$ cat src/rtl/fifo_dds_pkg.sv
// fifo_dds_pkg: shared sizing helpers and constants for the fifo_dds_hs block.
// Holds the clog2-based pointer and level widths and the statistics counter
// width used when FIFO_DDS_HS_STATS_EN is defined.
package fifo_dds_pkg;

  // Width of each statistics field (peak level and stall counter).
  localparam int STAT_W = 16;

  // Bits needed to address DEPTH entries (0 .. DEPTH-1). Never less than 1.
  function automatic int ptr_w(input int depth);
    return (depth > 1) ? $clog2(depth) : 1;
  endfunction

  // Bits needed to hold an occupancy count of 0 .. DEPTH.
  function automatic int lvl_w(input int depth);
    return $clog2(depth + 1);
  endfunction

endpackage

$ cat src/rtl/fifo_dds_hs_if.sv
// fifo_dds_hs_if: valid/ready write side (up_*) and read side (down_*) of the
// FIFO. The FIFO uses the slave modport; the producer/consumer uses master.
interface fifo_dds_hs_if #(
  parameter int WIDTH = 8
);
  logic             up_valid;
  logic             up_ready;
  logic [WIDTH-1:0] up_data;
  logic             down_valid;
  logic             down_ready;
  logic [WIDTH-1:0] down_data;

  modport master (
    output up_valid, up_data, down_ready,
    input  up_ready, down_valid, down_data
  );

  modport slave (
    input  up_valid, up_data, down_ready,
    output up_ready, down_valid, down_data
  );
endinterface

$ cat src/rtl/fifo_dds_mem.sv
// fifo_dds_mem: DEPTH x WIDTH storage with one synchronous write port and one
// asynchronous (combinational) read port, giving the FIFO its fall-through head.
module fifo_dds_mem
  import fifo_dds_pkg::*;
#(
  parameter int WIDTH = 8,
  parameter int DEPTH = 10
) (
  input  logic                      clk,
  input  logic                      wr_en,
  input  logic [ptr_w(DEPTH)-1:0]   wr_addr,
  input  logic [WIDTH-1:0]          wr_data,
  input  logic [ptr_w(DEPTH)-1:0]   rd_addr,
  output logic [WIDTH-1:0]          rd_data
);

  logic [WIDTH-1:0] mem [DEPTH];

  // Write the addressed entry on the rising edge.
  // NOTE: the array has no reset; validity is tracked by the pointers and
  // level, so clearing storage would only add reset fan-out.
  always_ff @(posedge clk) begin
    if (wr_en) mem[wr_addr] <= wr_data;
  end

  assign rd_data = mem[rd_addr];

endmodule

$ cat src/rtl/fifo_dds_hs.sv
// fifo_dds_hs: single-clock fall-through FIFO with valid/ready handshakes,
// synchronous flush, occupancy level and almost_full/almost_empty flags.
// Optional macro FIFO_DDS_HS_STATS_EN adds debug[31:0] =
// {peak level since reset or flush, saturating count of stalled write offers}.
module fifo_dds_hs
  import fifo_dds_pkg::*;
#(
  parameter int WIDTH    = 8,
  parameter int DEPTH    = 10,
  parameter int AF_LEVEL = DEPTH - 2,
  parameter int AE_LEVEL = 2
) (
  input  logic                    clk,
  input  logic                    rst_n,
  input  logic                    flush,
  fifo_dds_hs_if.slave            bus,
  output logic [lvl_w(DEPTH)-1:0] level,
  output logic                    almost_full,
  output logic                    almost_empty
`ifdef FIFO_DDS_HS_STATS_EN
  ,output logic [31:0]            debug
`endif
);

  localparam int PTR_W = ptr_w(DEPTH);
  localparam int LVL_W = lvl_w(DEPTH);

  localparam logic [PTR_W-1:0] LAST_PTR = PTR_W'(DEPTH - 1);
  localparam logic [LVL_W-1:0] FULL_LVL = LVL_W'(DEPTH);
  localparam logic [LVL_W-1:0] AF_LVL   = LVL_W'(AF_LEVEL);
  localparam logic [LVL_W-1:0] AE_LVL   = LVL_W'(AE_LEVEL);

  // Parameter sanity, checked while elaborating.
  if (DEPTH < 2) begin : g_bad_depth
    $error("fifo_dds_hs: DEPTH must be >= 2");
  end
  if (AE_LEVEL < 0 || AE_LEVEL >= AF_LEVEL || AF_LEVEL > DEPTH) begin : g_bad_levels
    $error("fifo_dds_hs: need 0 <= AE_LEVEL < AF_LEVEL <= DEPTH");
  end

  logic [PTR_W-1:0] wr_ptr, wr_ptr_nxt;
  logic [PTR_W-1:0] rd_ptr, rd_ptr_nxt;
  logic [LVL_W-1:0] level_nxt;
  logic             push, pop;

  // Handshake flags come from the registered level only, so down_ready never
  // reaches up_ready combinationally; a full FIFO refuses a push even when a
  // pop happens in the same cycle.
  assign bus.up_ready   = (level != FULL_LVL);
  assign bus.down_valid = (level != '0);
  assign push           = bus.up_valid & bus.up_ready;
  assign pop            = bus.down_valid & bus.down_ready;
  assign almost_full    = (level >= AF_LVL);
  assign almost_empty   = (level <= AE_LVL);

  // Next pointers and level: flush wins, otherwise advance on each event.
  // NOTE: every output of this block is given a default first, so no path
  // leaves a value unassigned and no latch is inferred.
  always_comb begin
    wr_ptr_nxt = wr_ptr;
    rd_ptr_nxt = rd_ptr;
    level_nxt  = level;
    if (flush) begin
      wr_ptr_nxt = '0;
      rd_ptr_nxt = '0;
      level_nxt  = '0;
    end else begin
      if (push) wr_ptr_nxt = (wr_ptr == LAST_PTR) ? '0 : wr_ptr + PTR_W'(1);
      if (pop)  rd_ptr_nxt = (rd_ptr == LAST_PTR) ? '0 : rd_ptr + PTR_W'(1);
      case ({push, pop})
        2'b10:   level_nxt = level + LVL_W'(1);
        2'b01:   level_nxt = level - LVL_W'(1);
        default: level_nxt = level;
      endcase
    end
  end

  // Pointer and level registers, cleared asynchronously by reset.
  // NOTE: sequential state uses non-blocking assignments so every register
  // samples pre-edge values regardless of block ordering.
  always_ff @(posedge clk or negedge rst_n) begin
    if (!rst_n) begin
      wr_ptr <= '0;
      rd_ptr <= '0;
      level  <= '0;
    end else begin
      wr_ptr <= wr_ptr_nxt;
      rd_ptr <= rd_ptr_nxt;
      level  <= level_nxt;
    end
  end

  // A flush suppresses the write so storage is left untouched.
  fifo_dds_mem #(
    .WIDTH (WIDTH),
    .DEPTH (DEPTH)
  ) u_mem (
    .clk     (clk),
    .wr_en   (push & ~flush),
    .wr_addr (wr_ptr),
    .wr_data (bus.up_data),
    .rd_addr (rd_ptr),
    .rd_data (bus.down_data)
  );

`ifdef FIFO_DDS_HS_STATS_EN
  logic [STAT_W-1:0] peak_q;
  logic [STAT_W-1:0] stall_q;

  // Peak tracks the post-edge level so it agrees with level on the same
  // cycle; the stall counter saturates instead of wrapping.
  always_ff @(posedge clk or negedge rst_n) begin
    if (!rst_n) begin
      peak_q  <= '0;
      stall_q <= '0;
    end else begin
      if (flush)
        peak_q <= '0;
      else if (STAT_W'(level_nxt) > peak_q)
        peak_q <= STAT_W'(level_nxt);
      if (bus.up_valid && !bus.up_ready && (stall_q != '1))
        stall_q <= stall_q + STAT_W'(1);
    end
  end

  assign debug = {peak_q, stall_q};
`endif

endmodule

$ cat src/flat_wrapper.sv
// flat-port wrapper written by rule: the top's interface ports become plain ports
module fifo_dds_hs_flat import fifo_dds_pkg::*;
#(
  parameter int WIDTH    = 8,
  parameter int DEPTH    = 10,
  parameter int AF_LEVEL = DEPTH - 2,
  parameter int AE_LEVEL = 2
)
  (clk, rst_n, flush, level, almost_full, almost_empty, bus_up_valid, bus_up_data, bus_down_ready, bus_up_ready, bus_down_valid, bus_down_data);
  fifo_dds_hs_if #(.WIDTH(WIDTH)) bus_i ();
  input  logic clk;
  input  logic rst_n;
  input  logic flush;
  output logic [lvl_w(DEPTH)-1:0] level;
  output logic almost_full;
  output logic almost_empty;
  input wire logic [$bits(bus_i.up_valid)-1:0] bus_up_valid;
  input wire logic [$bits(bus_i.up_data)-1:0] bus_up_data;
  input wire logic [$bits(bus_i.down_ready)-1:0] bus_down_ready;
  output wire logic [$bits(bus_i.up_ready)-1:0] bus_up_ready;
  output wire logic [$bits(bus_i.down_valid)-1:0] bus_down_valid;
  output wire logic [$bits(bus_i.down_data)-1:0] bus_down_data;
  assign bus_i.up_valid = bus_up_valid;
  assign bus_i.up_data = bus_up_data;
  assign bus_i.down_ready = bus_down_ready;
  assign bus_up_ready = bus_i.up_ready;
  assign bus_down_valid = bus_i.down_valid;
  assign bus_down_data = bus_i.down_data;
  fifo_dds_hs #(.WIDTH(WIDTH), .DEPTH(DEPTH), .AF_LEVEL(AF_LEVEL), .AE_LEVEL(AE_LEVEL)) u_core (.clk(clk), .rst_n(rst_n), .flush(flush), .bus(bus_i), .level(level), .almost_full(almost_full), .almost_empty(almost_empty));
endmodule
$ cat config.mk
export PLATFORM = sky130hd
export DESIGN_NAME = fifo_dds_hs_flat
export DESIGN_NICKNAME = d
export VERILOG_FILES = /design/src/rtl/fifo_dds_pkg.sv /design/src/rtl/fifo_dds_hs_if.sv /design/src/rtl/fifo_dds_mem.sv /design/src/rtl/fifo_dds_hs.sv /design/src/flat_wrapper.sv
export SDC_FILE = /design/constraint.sdc
export NUM_CORES = 1
export LEC_CHECK = 0
export CAP_MARGIN = 5
export CORE_AREA = 5 5 126 68
export DETAILED_ROUTE_END_ITERATION = 12
export DIE_AREA = 0 0 131 73
export GPL_TIMING_DRIVEN = 0
export PLACE_DENSITY = 0.77
export SETUP_SLACK_MARGIN = 0.5
export SYNTH_ARGS = -nofsm -noshare
export SYNTH_HDL_FRONTEND = slang
export SYNTH_HIERARCHICAL = 1
export SYNTH_SLANG_ARGS = --single-unit
$ cat constraint.sdc
create_clock -name clk -period 3.1 [get_ports clk]
set_input_delay 0.775 -clock clk [delete_from_list [all_inputs] [get_ports clk]]
set_output_delay 0.775 -clock clk [all_outputs]
set_load 0.05 [all_outputs]
==> reports/summary.log, run 1 <==
INFO  run_status     run_status=finished, final reports clean
INFO  pwr            total_leakage_power=1.78nW
INFO  worst_hold_path whs_endpoint=u_core/wr_ptr[3]$_DFFE_PN0P_
INFO  synth          library_cell_with_the_largest_summed_area_after_synthesis=edfxtp_1
INFO  synth          avgSynthCellArea=14.9µm²
INFO  synth          synthMostInstantiatedCell=edfxtp_1
INFO  grt            grt_pass1_vias=2411
INFO  cts            cts_max_path_buffers=2
INFO  synth          yosysWarningCount=6
INFO  cts            htree_levels=3
INFO  grt            overflow=0
INFO  flow_run       drv_cap=0
INFO  worst_hold_path worst_hold_startpoint=u_core/wr_ptr[3]$_DFFE_PN0P_
INFO  synth          synthDistinctLibCells=47
INFO  final_layout   fin_util=0.682
INFO  setup_path     crit_type=register to output pin
INFO  worst_hold_path timing.hold.worst.class=register to register
INFO  sta            worst-slew-pin-transition=849ps
INFO  synth          synth_edf_count=80
INFO  setup_path     register_to_register_path_depth=5
INFO  synth          postSynthNetCount=295
INFO  detailed_routing avgRoutedWirePerCell=20.4µm
INFO  worst_hold_path whs_path_depth=2
INFO  detailed_routing dr.first_iter.drc_count=254
INFO  setup_path     required=2320ps
INFO  die            die_span_y=73µm
INFO  grt            grt_pass1_wl=13600µm
INFO  grt            grt_usage=0.199
INFO  sta            timing_hold_violations_final=0
INFO  setup_path     crit_arrival=1940ps
INFO  die            die-area=9560µm²
INFO  setup_path     timing.critical_path.from_type=register
INFO  cts            insertion_delay=340ps
INFO  detailed_routing drc_errors=0
INFO  setup_path     crit-reg2reg-launch=u_core/level[3]$_DFFE_PN0P_
INFO  die            die_wd=131µm
INFO  final_layout   stdcell_area=5140µm²
INFO  synth          netlist_top_cells_count=edfxtp_1, mux2_2, mux2i_1
INFO  synth          yosys.area.top_type_share=0.584
INFO  detailed_routing drt-pass1-iter-count=4
INFO  die            start_util=0.546
INFO  setup_path     worstPathMaxFanout=5
INFO  place          post-dp-hpwl=5660µm
INFO  final_layout   antenna_cells_inserted=0
INFO  grt            grt_antenna_before_repair=0
INFO  final_layout   area_delta_synth_final=24.8%
INFO  synth          postSynthRegisterBits=92
INFO  final_layout   fraction_of_final_layout_cells_with_drive_strength_greater_than_1=0.320
INFO  die            count_of_standard_cell_rows=23
INFO  place          place_ws=-284ps
INFO  place          gpl.final_weighted_congestion=0.822
INFO  sta            endpoints_failing_setup=0
INFO  setup_path     r2r_slack=630ps
INFO  sta            max_clock_freq=369MHz
INFO  sta            timing.setup.tns=0ps
INFO  sta            max_slew_margin=0.432
INFO  setup_path     critical_path.endpoint_type=output pin
INFO  pwr            vdd_ir_drop_max=0.356mV
INFO  detailed_routing routed_via_density=5.73
INFO  final_layout   numnets_final=339
INFO  synth          synth-seq-area-share=0.657
INFO  synth          syn-instance-count=276
INFO  pwr            power.density_cell_area=761nW/µm²
INFO  cts            number_of_buffers_added_by_the_clock_tree_synthesis_step=9
INFO  cts            tritoncts=yes
INFO  synth          ys_top_cells_by_area=edfxtp_1, dfrtp_1, mux2_2
INFO  place          postPlaceCellArea=4600µm²
INFO  setup_path     r2r-end=u_core/u_mem/mem[0][0]$_DFFE_PP_
INFO  sta            finalWorstPathRequiredPeriod=2710ps
INFO  cts            clock_tree.root_cell=clkbuf_16
INFO  grt            grt_max_degree=15
INFO  place          io_buffers=26
INFO  detailed_routing detailroute.via_count=2437
INFO  cts            numClockSinks=92
INFO  cts            clk_pin_slew_worst_paths=60ps
INFO  sta            final_max_slew_viol_count=0
INFO  die            design.portCount=29
INFO  die            design.core.area=7540µm²
INFO  sta            clock-skew-final=4.10ps
INFO  synth          synthFlopType=edfxtp_1
INFO  sta            rsz0062_at_grt=yes
INFO  detailed_routing drt.antenna.violating_nets=0
INFO  detailed_routing drt_wl_total=8670µm
INFO  cts            cts_hold_repair.buffers=0
INFO  synth          postSynth.asyncResetShare=0.130
INFO  synth          netlist_area=4120µm²
INFO  sta            min_period_over_period=0.875
INFO  sta            worst_slack=388ps
==> sequential cells by signal, summed over array words and instances (netlist names) <==
name,count
u_core/level,4
u_core/rd_ptr,4
u_core/u_mem/mem,80
u_core/wr_ptr,4
==> cell type report <==
| type | instances | area (µm²) |
|---|---|---|
| sequential | 92 | 2710 |
| fill | 521 | 2400 |
| multi-input combinational | 164 | 1500 |
| timing repair buffer | 33 | 335 |
| clock buffer | 10 | 229 |
| buffer | 16 | 178 |
| tap | 100 | 125 |
| clock inverter | 6 | 55.1 |
| inverter | 4 | 15.0 |
==> worst max path at each step <==
stage | cells past startpoint | start | end | slack [ps]
finish | 7 | u_core/rd_ptr[0]$_DFFE_PN0P_ | bus_down_data[1] | 390
global route | 7 | u_core/rd_ptr[0]$_DFFE_PN0P_ | bus_down_data[3] | 330
CTS | 6 | u_core/rd_ptr[0]$_DFFE_PN0P_ | bus_down_data[6] | 350
detailed placement | 5 | u_core/rd_ptr[3]$_DFFE_PN0P_ | bus_down_data[5] | -280
global placement | 5 | u_core/rd_ptr[3]$_DFFE_PN0P_ | bus_down_data[0] | -270
floorplan | 5 | u_core/rd_ptr[0]$_DFFE_PN0P_ | bus_down_data[3] | 490
==> cells by family after synthesis <==
logic type,after synthesis,synth area share
fa+ha+maj,6,0.0182
buf+inv,20,0.0404
flops,92,0.657
xor+xnor,4,0.00851
compound gates,50,0.0866
simple gates,60,0.0754
mux,44,0.114
==> through the flow <==
| stage | power, mW | hold WS, ps | std cells |
|---|---|---|---|
| final | 3.91 | 597 | 425 |
| after global routing | 4.06 | 635 | 425 |
| after CTS | 3.91 | 586 | 425 |
| after detailed placement | 2.76 | 573 | 403 |
| after global placement | 2.75 | 561 | 402 |
| after floorplan | 2.44 | 479 | 276 |
==> worst max-delay path, stage by stage, from the launching register on <==
cell and delay, ps:
dfrtp_2 420, buf_8 150, buf_12 130, buf_4 130, mux2i_1 110, a22o_1 250
o31ai_4 200, buf_6 190
==> where the power goes <==
group          leakage (nW)  switching (mW)  internal (mW)
sequential            0.881          0.0457           1.39
clock                 0.139           0.425          0.616
combinational         0.756           0.805          0.629
==> routing by layer <==
layer | wire (µm) | GRT usage | up-vias
met5 | 0 | 0 | -
met4 | 99 | 0.0582 | 0
met3 | 594 | 0.0541 | 12
met2 | 3750 | 0.275 | 60
met1 | 4230 | 0.307 | 1219
li1 | - | - | 1146
==> cell usage in the layout (no fill, tap or decap), types with 6 or more instances in the layout <==
master,count
nor2_1,9
dfrtp_1,9
o31ai_4,6
nand2_1,18
clkbuf_16,10
mux2_2,23
a21oi_1,6
nand2b_1,7
o21ai_0,7
clkdlybuf4s50_1,14
buf_4,6
ha_1,6
edfxtp_1,80
mux2i_1,20
a22o_1,8
buf_6,12
==> timing repair <==
action,4_1_cts,5_1_grt
endpoints found under the setup margin,48,53
pin swaps,7,4
cloned,1,0
gates resized for setup,92,15
buffers inserted,5,0
No activity file was read; power rests on OpenSTA's default activity.
==> run 2, diff against run 1 <==
Settings changed: CAP_MARGIN 5 to 10.
Clock period 3.1 ns to 3.05 ns, I/O delays scaled along.
==> run 2 against run 1 <==
Effect of this change: combinational power about the same; register-to-register slack got worse by 30 ps; clock power fell by 10%; worst hold slack lost 1.9 ps; global-route usage shrank 0.19 points; final area down 1.1%; clock skew rose by 2.4 ps.
==> reports/summary.log, run 2 (synthesized netlist as in run 1, its figures left out) <==
INFO  cts            htree_levels=3 [unchanged]
INFO  final_layout   numnets_final=338 [-0.29%]
INFO  setup_path     critical_path.endpoint_type=output pin
INFO  pwr            power=3.81mW [-2.4%]
INFO  die            design.core.area=7540µm² [unchanged]
INFO  die            die-area=9560µm² [unchanged]
INFO  setup_path     cp_slowest_stage_delay=410ps [about the same]
INFO  grt            grt_usage=0.197 [-0.00194]
INFO  sta            worst-slew-pin-transition=747ps [-103 ps]
INFO  cts            clk_pin_slew_worst_paths=60ps [about the same]
INFO  detailed_routing drt.antenna.violating_nets=0 [unchanged]
INFO  sta            finalWorstPathRequiredPeriod=2680ps
INFO  sta            clock-skew-final=6.54ps [+2.44 ps]
INFO  setup_path     worstPathMaxFanout=9 [+4]
INFO  grt            grt_pass1_wl=13400µm [-1.6%]
INFO  setup_path     r2r_slack=600ps [-30 ps]
INFO  setup_path     required=2290ps [-30 ps]
INFO  die            die_wd=131µm [unchanged]
INFO  setup_path     critical-path-slowest-cell=dfrtp_2
INFO  grt            grt_max_degree=14 [-1]
INFO  setup_path     timing.critical_path.from_type=register
INFO  sta            max_slew_margin=0.500 [+0.0688]
INFO  cts            clock_tree.root_cell=clkbuf_16
INFO  cts            tritoncts=yes
INFO  worst_hold_path worst_hold_startpoint=u_core/wr_ptr[3]$_DFFE_PN0P_
INFO  detailed_routing dr.first_iter.drc_count=199 [-22%]
INFO  cts            numClockSinks=92 [unchanged]
INFO  final_layout   layout.cells.most_common_list=edfxtp_1, mux2_2, mux2i_1
INFO  die            die_span_y=73µm [unchanged]
INFO  worst_hold_path whs_path_depth=2 [unchanged]
INFO  sta            worst_slack=371ps [-17.2 ps]
INFO  grt            grt_pass1_vias=2365 [-1.9%]
INFO  final_layout   mostFrequentLayoutCell=edfxtp_1
INFO  pwr            vdd_ir_drop_max=0.452mV [+27%]
INFO  worst_hold_path timing.hold.worst.class=register to register
INFO  place          place_ws=-351ps [-66.9 ps]
INFO  detailed_routing drc_errors=0 [unchanged]
INFO  sta            endpoints_failing_setup=0 [unchanged]
INFO  final_layout   fin_util=0.674 [-0.00730]
INFO  sta            timing_hold_violations_final=0 [unchanged]
INFO  setup_path     crit_arrival=1920ps [-20 ps]
INFO  die            design.portCount=29 [unchanged]
INFO  detailed_routing drt-pass1-iter-count=4 [unchanged]
INFO  setup_path     r2r-end=u_core/u_mem/mem[0][2]$_DFFE_PP_
INFO  cts            cts_max_path_buffers=2 [unchanged]
INFO  setup_path     crit-reg2reg-launch=u_core/level[3]$_DFFE_PN0P_
INFO  die            count_of_standard_cell_rows=23 [unchanged]
INFO  cts            cts_hold_repair.buffers=0 [unchanged]
INFO  place          post-dp-hpwl=5760µm [+1.8%]
INFO  setup_path     register_to_register_path_depth=5 [unchanged]
INFO  grt            grt_antenna_before_repair=0 [unchanged]
INFO  setup_path     critical_path.cell_chain=buf_6 > buf_12 > buf_4 > mux2i_1 > a22o_1 > o31ai_4 > buf_6
INFO  final_layout   largest-register=u_core/u_mem/mem
INFO  setup_path     crit_type=register to output pin
INFO  flow_run       drv_cap=0 [unchanged]
INFO  detailed_routing routed_via_density=5.73 [about the same]
INFO  setup_path     crit_top_cell=buf_6
INFO  detailed_routing detailroute.via_count=2425 [-0.49%]
INFO  sta            final_max_slew_viol_count=0 [unchanged]
INFO  grt            overflow=0 [unchanged]
INFO  cts            insertion_delay=330ps [about the same]
INFO  run_status     run_status=finished, final reports clean
INFO  pwr            power.density_cell_area=750nW/µm² [-1.4%]
INFO  final_layout   largest_register_ff_count=80 [unchanged]
INFO  pwr            total_leakage_power=1.76nW [-0.71%]
INFO  final_layout   antenna_cells_inserted=0 [unchanged]
INFO  worst_hold_path whs_endpoint=u_core/wr_ptr[3]$_DFFE_PN0P_
INFO  sta            rsz0062_at_grt=yes
INFO  sta            max_clock_freq=373MHz
INFO  place          gpl.final_weighted_congestion=0.765 [-6.9%]
INFO  final_layout   fraction_of_final_layout_cells_with_drive_strength_greater_than_1=0.319 [-0.00111]
INFO  detailed_routing avgRoutedWirePerCell=20.1µm [-1.6%]
INFO  detailed_routing drt_wl_total=8500µm [-2.1%]
INFO  final_layout   area_delta_synth_final=23.5%
INFO  place          io_buffers=26 [unchanged]
INFO  cts            number_of_buffers_added_by_the_clock_tree_synthesis_step=9 [unchanged]
INFO  sta            min_period_over_period=0.878
INFO  die            start_util=0.546 [unchanged]
## run 2: cell type report
cell class              instances  area, µm²
inverters                       4       15.0
clock inverters                 5       20.0
plain buffers                  16        178
fillers                       509       2460
well taps                     100        125
clock buffers                  10        229
multi-input cells             164       1510
repair buffers                 32        302
flip-flops and latches         92       2710
## run 2: per-stage QoR
step,cells,TNS [ps],hold WS (ps),instance area [µm²]
4_1_cts,421,0,588,5030
5_1_grt,423,0,645,5080
3_5_place_dp,403,-2720,575,4620
6_report,423,0,595,5080
2_1_floorplan,276,0,467,4220
3_3_place_gp,402,-3310,562,4610
## run 2: critical path: cells and delay by family, from the launching register on
kind / cells / cell delay, ps
AOI/OAI and AO/OA: 2 / 450
buffers and inverters: 4 / 610
DFF: 1 / 410
muxes: 1 / 120
## run 2: how the worst max path moves through the flow
stage / from / end / slack [ps] / cells past startpoint
6_report: u_core/rd_ptr[0]$_DFFE_PN0P_ / bus_down_data[0] / 370 / 7
5_1_grt: u_core/rd_ptr[0]$_DFFE_PN0P_ / bus_down_data[0] / 300 / 7
4_1_cts: u_core/rd_ptr[0]$_DFFE_PN0P_ / bus_down_data[4] / 320 / 6
3_5_place_dp: u_core/rd_ptr[3]$_DFFE_PN0P_ / bus_down_data[1] / -350 / 5
3_3_place_gp: u_core/rd_ptr[3]$_DFFE_PN0P_ / bus_down_data[0] / -320 / 5
2_1_floorplan: u_core/rd_ptr[0]$_DFFE_PN0P_ / bus_down_data[3] / 450 / 5
## run 2: power breakdown
group,total [mW],internal (mW),switching [mW]
clock,0.935,0.534,0.401
sequential,1.46,1.41,0.0479
combinational,1.42,0.613,0.805
## run 2: what timing repair did
item                       CTS  global route
setup endpoints to repair   52            65
gates resized for setup     93            15
pin swaps                    8             1
cloned                       0             0
buffers inserted             3             2
## run 2: metal layers
layer	routed length [µm]	GRT usage	up-vias
li1	-	-	1148
met1	4150	0.310	1214
met2	3690	0.261	61
met3	649	0.0731	2
met4	10	0.0353	0
met5	0	0	-
==> run 3, diff against run 2 <==
Settings changed: GPL_TIMING_DRIVEN 0 to unset.
==> run 3 against run 2 <==
Effect of this change: fmax grew 4.0%; via count grew 2.3%; wire length grew 5.1%; final area grew 0.15%; core utilization grew 0.10 points; count of clock-buffer cells in the layout grew 1; sequential power is essentially flat; global-route usage grew 0.49 points; combinational power shrank 6%; non-clock buffer count shrank 3.
==> reports/summary.log, run 3 (synthesized netlist as in run 1, its figures left out) <==
INFO  run_status     run_status=finished, final reports clean
INFO  final_layout   largest_register_ff_count=80 [unchanged]
INFO  pwr            clock_power_share=0.290 [+0.045]
INFO  cts            insertion_delay=340ps [about the same]
INFO  die            design.core.area=7540µm² [unchanged]
INFO  detailed_routing drt_wl_total=8930µm [+5.1%]
INFO  setup_path     register_to_register_path_depth=9 [+4]
INFO  worst_hold_path whs_endpoint=u_core/wr_ptr[2]$_DFFE_PN0P_
INFO  die            count_of_standard_cell_rows=23 [unchanged]
INFO  die            start_util=0.546 [unchanged]
INFO  setup_path     timing.critical_path.from_type=register
INFO  setup_path     worstPathMaxFanout=26 [+17]
INFO  sta            min_period_over_period=0.845 [-0.0338]
INFO  setup_path     required=2290ps [about the same]
INFO  setup_path     crit_arrival=1810ps [-110 ps]
INFO  die            die-area=9560µm² [unchanged]
INFO  die            die_span_y=73µm [unchanged]
INFO  place          post-dp-hpwl=5950µm [+3.4%]
INFO  setup_path     crit-reg2reg-launch=u_core/level[0]$_DFFE_PN0P_
INFO  grt            grt_pass1_wl=13500µm [+0.98%]
INFO  detailed_routing drc_errors=0 [unchanged]
INFO  pwr            power=3.98mW [+4.3%]
INFO  cts            post_cts_buffers=0 [-3]
INFO  sta            max_clock_freq=388MHz [+4.0%]
INFO  pwr            total_leakage_power=1.77nW [+0.23%]
INFO  place          numPlacedInstances=405 [+0.50%]
INFO  grt            grt_pass1_vias=2282 [-3.5%]
INFO  place          io_buffers=28 [+7.7%]
INFO  pwr            power.density_cell_area=781nW/µm² [+4.1%]
INFO  setup_path     r2r_slack=730ps [+130 ps]
INFO  setup_path     r2r-end=u_core/level[3]$_DFFE_PN0P_
INFO  cts            clk_pin_slew_worst_paths=60ps [about the same]
INFO  grt            grt_usage=0.202 [+0.00487]
INFO  final_layout   fillCellCount=521 [+2.4%]
INFO  cts            clock_tree.root_cell=clkbuf_16
INFO  sta            final_max_slew_viol_count=0 [unchanged]
INFO  sta            finalWorstPathRequiredPeriod=2580ps [-103 ps]
INFO  pwr            p_seq_frac=0.372 [-0.011]
INFO  final_layout   final-seq-area=2710µm² [about the same]
INFO  pwr            p_int=2.71mW [+5.7%]
INFO  final_layout   layout.cells.non_filler=421 [-0.47%]
INFO  detailed_routing routed_via_density=5.89 [+2.8%]
INFO  place          postPlaceCellArea=4690µm² [+1.5%]
INFO  worst_hold_path whs_path_depth=1 [-1]
INFO  die            die_wd=131µm [unchanged]
INFO  sta            timing_hold_violations_final=0 [unchanged]
INFO  flow_run       drv_cap=0 [unchanged]
INFO  final_layout   fin_util=0.675 [+0.000996]
INFO  final_layout   mostFrequentLayoutCell=edfxtp_1
INFO  detailed_routing drt.antenna.violating_nets=0 [unchanged]
INFO  sta            rsz0062_at_grt=yes
INFO  sta            worst-slew-pin-transition=585ps [-162 ps]
INFO  setup_path     critical_path.endpoint_type=output pin
INFO  place          place_ws=134ps [+486 ps]
INFO  final_layout   multiInputGateArea=1450µm² [-4.1%]
INFO  die            design.portCount=29 [unchanged]
INFO  final_layout   stdcell_area=5090µm² [+0.15%]
INFO  cts            numClockSinks=92 [unchanged]
INFO  pwr            vdd_ir_drop_max=0.418mV [-7.4%]
INFO  place          gpl.final_weighted_congestion=0.790 [+3.2%]
INFO  final_layout   numnets_final=335 [-0.89%]
INFO  final_layout   antenna_cells_inserted=0 [unchanged]
INFO  sta            worst_slack=474ps [+103 ps]
INFO  cts            htree_levels=3 [unchanged]
INFO  final_layout   layout.cells.most_common_list=edfxtp_1, mux2_2, mux2i_1
INFO  sta            max_slew_margin=0.609 [+0.108]
INFO  cts            tritoncts=yes
INFO  final_layout   fraction_of_final_layout_cells_with_drive_strength_greater_than_1=0.305 [-0.0136]
INFO  detailed_routing dr.first_iter.drc_count=259 [+30%]
INFO  grt            grt_antenna_before_repair=0 [unchanged]
INFO  cts            cts_max_path_buffers=2 [unchanged]
INFO  sta            endpoints_failing_setup=0 [unchanged]
INFO  sta            timing.setup.tns=0ps [unchanged]
INFO  pwr            netSwitchingFraction=0.319 [-0.00942]
INFO  grt            grt_max_degree=27 [+13]
INFO  final_layout   area_delta_synth_final=23.7%
INFO  grt            overflow=0 [unchanged]
INFO  worst_hold_path timing.hold.worst.class=register to register
INFO  setup_path     crit_type=register to output pin
INFO  final_layout   largest-register=u_core/u_mem/mem
INFO  detailed_routing detailroute.via_count=2481 [+2.3%]
INFO  pwr            combPwrFrac=0.337 [-0.035]
INFO  detailed_routing avgRoutedWirePerCell=21.2µm [+5.6%]
INFO  sta            whs=617ps [+21.9 ps]
INFO  worst_hold_path worst_hold_startpoint=u_core/wr_ptr[2]$_DFFE_PN0P_
INFO  cts            number_of_buffers_added_by_the_clock_tree_synthesis_step=9 [unchanged]
INFO  sta            clock-skew-final=6.95ps [+0.416 ps]
INFO  pwr            p_sw=1.27mW [+1.3%]
INFO  cts            cts_hold_repair.buffers=0 [unchanged]
INFO  detailed_routing drt-pass1-iter-count=5 [+1]
[run 3: power by group through the flow]
stage | Combinational [mW] | Clock, mW | Sequential (mW)
6_report | 1.34 | 1.16 | 1.48
5_1_grt | 1.41 | 1.23 | 1.49
4_1_cts | 1.34 | 1.18 | 1.48
3_5_place_dp | 1.34 | 0 | 1.50
3_3_place_gp | 1.33 | 0 | 1.50
2_1_floorplan | 0.943 | 0 | 1.54
[run 3: how the worst max path moves through the flow]
stage / startpoint / to / slack, ps / cells after the start
after floorplan: u_core/rd_ptr[0]$_DFFE_PN0P_ / bus_down_data[3] / 450 / 5
after global placement: bus_up_valid / u_core/u_mem/mem[0][6]$_DFFE_PP_ / 190 / 6
after detailed placement: bus_up_valid / u_core/u_mem/mem[3][6]$_DFFE_PP_ / 130 / 6
after CTS: u_core/level[0]$_DFFE_PN0P_ / bus_down_valid / 410 / 2
after global routing: u_core/rd_ptr[0]$_DFFE_PN0P_ / bus_down_data[3] / 410 / 5
final: u_core/rd_ptr[0]$_DFFE_PN0P_ / bus_down_data[3] / 470 / 5
[run 3: worst max-delay path: stages (launching register included)]
cell and delay [ps]:
dfrtp_2 430, buf_12 180, mux2i_1 180, a22o_1 240
o31ai_4 250, buf_12 180
[run 3: repair_timing]
item	in CTS	in global routing
pin swaps	6	0
gates resized for setup	24	6
setup endpoints to repair	29	11
[run 3: per-layer routing]
metal,track usage,vias up,wire (µm)
met2,0.272,83,3860
li1,-,1138,-
met4,0.0456,0,101
met3,0.0768,13,750
met1,0.309,1247,4220
met5,0,-,0
[run 3: area by class of cell]
cell class / instances / share of cell area
clock inverters: 5 / 0.0150
multi-input cells: 164 / 0.284
clock buffers: 11 / 0.0457
well taps: 100 / 0.0246
flip-flops and latches: 92 / 0.532
repair buffers: 45 / 0.0954
inverters: 4 / 0.00295
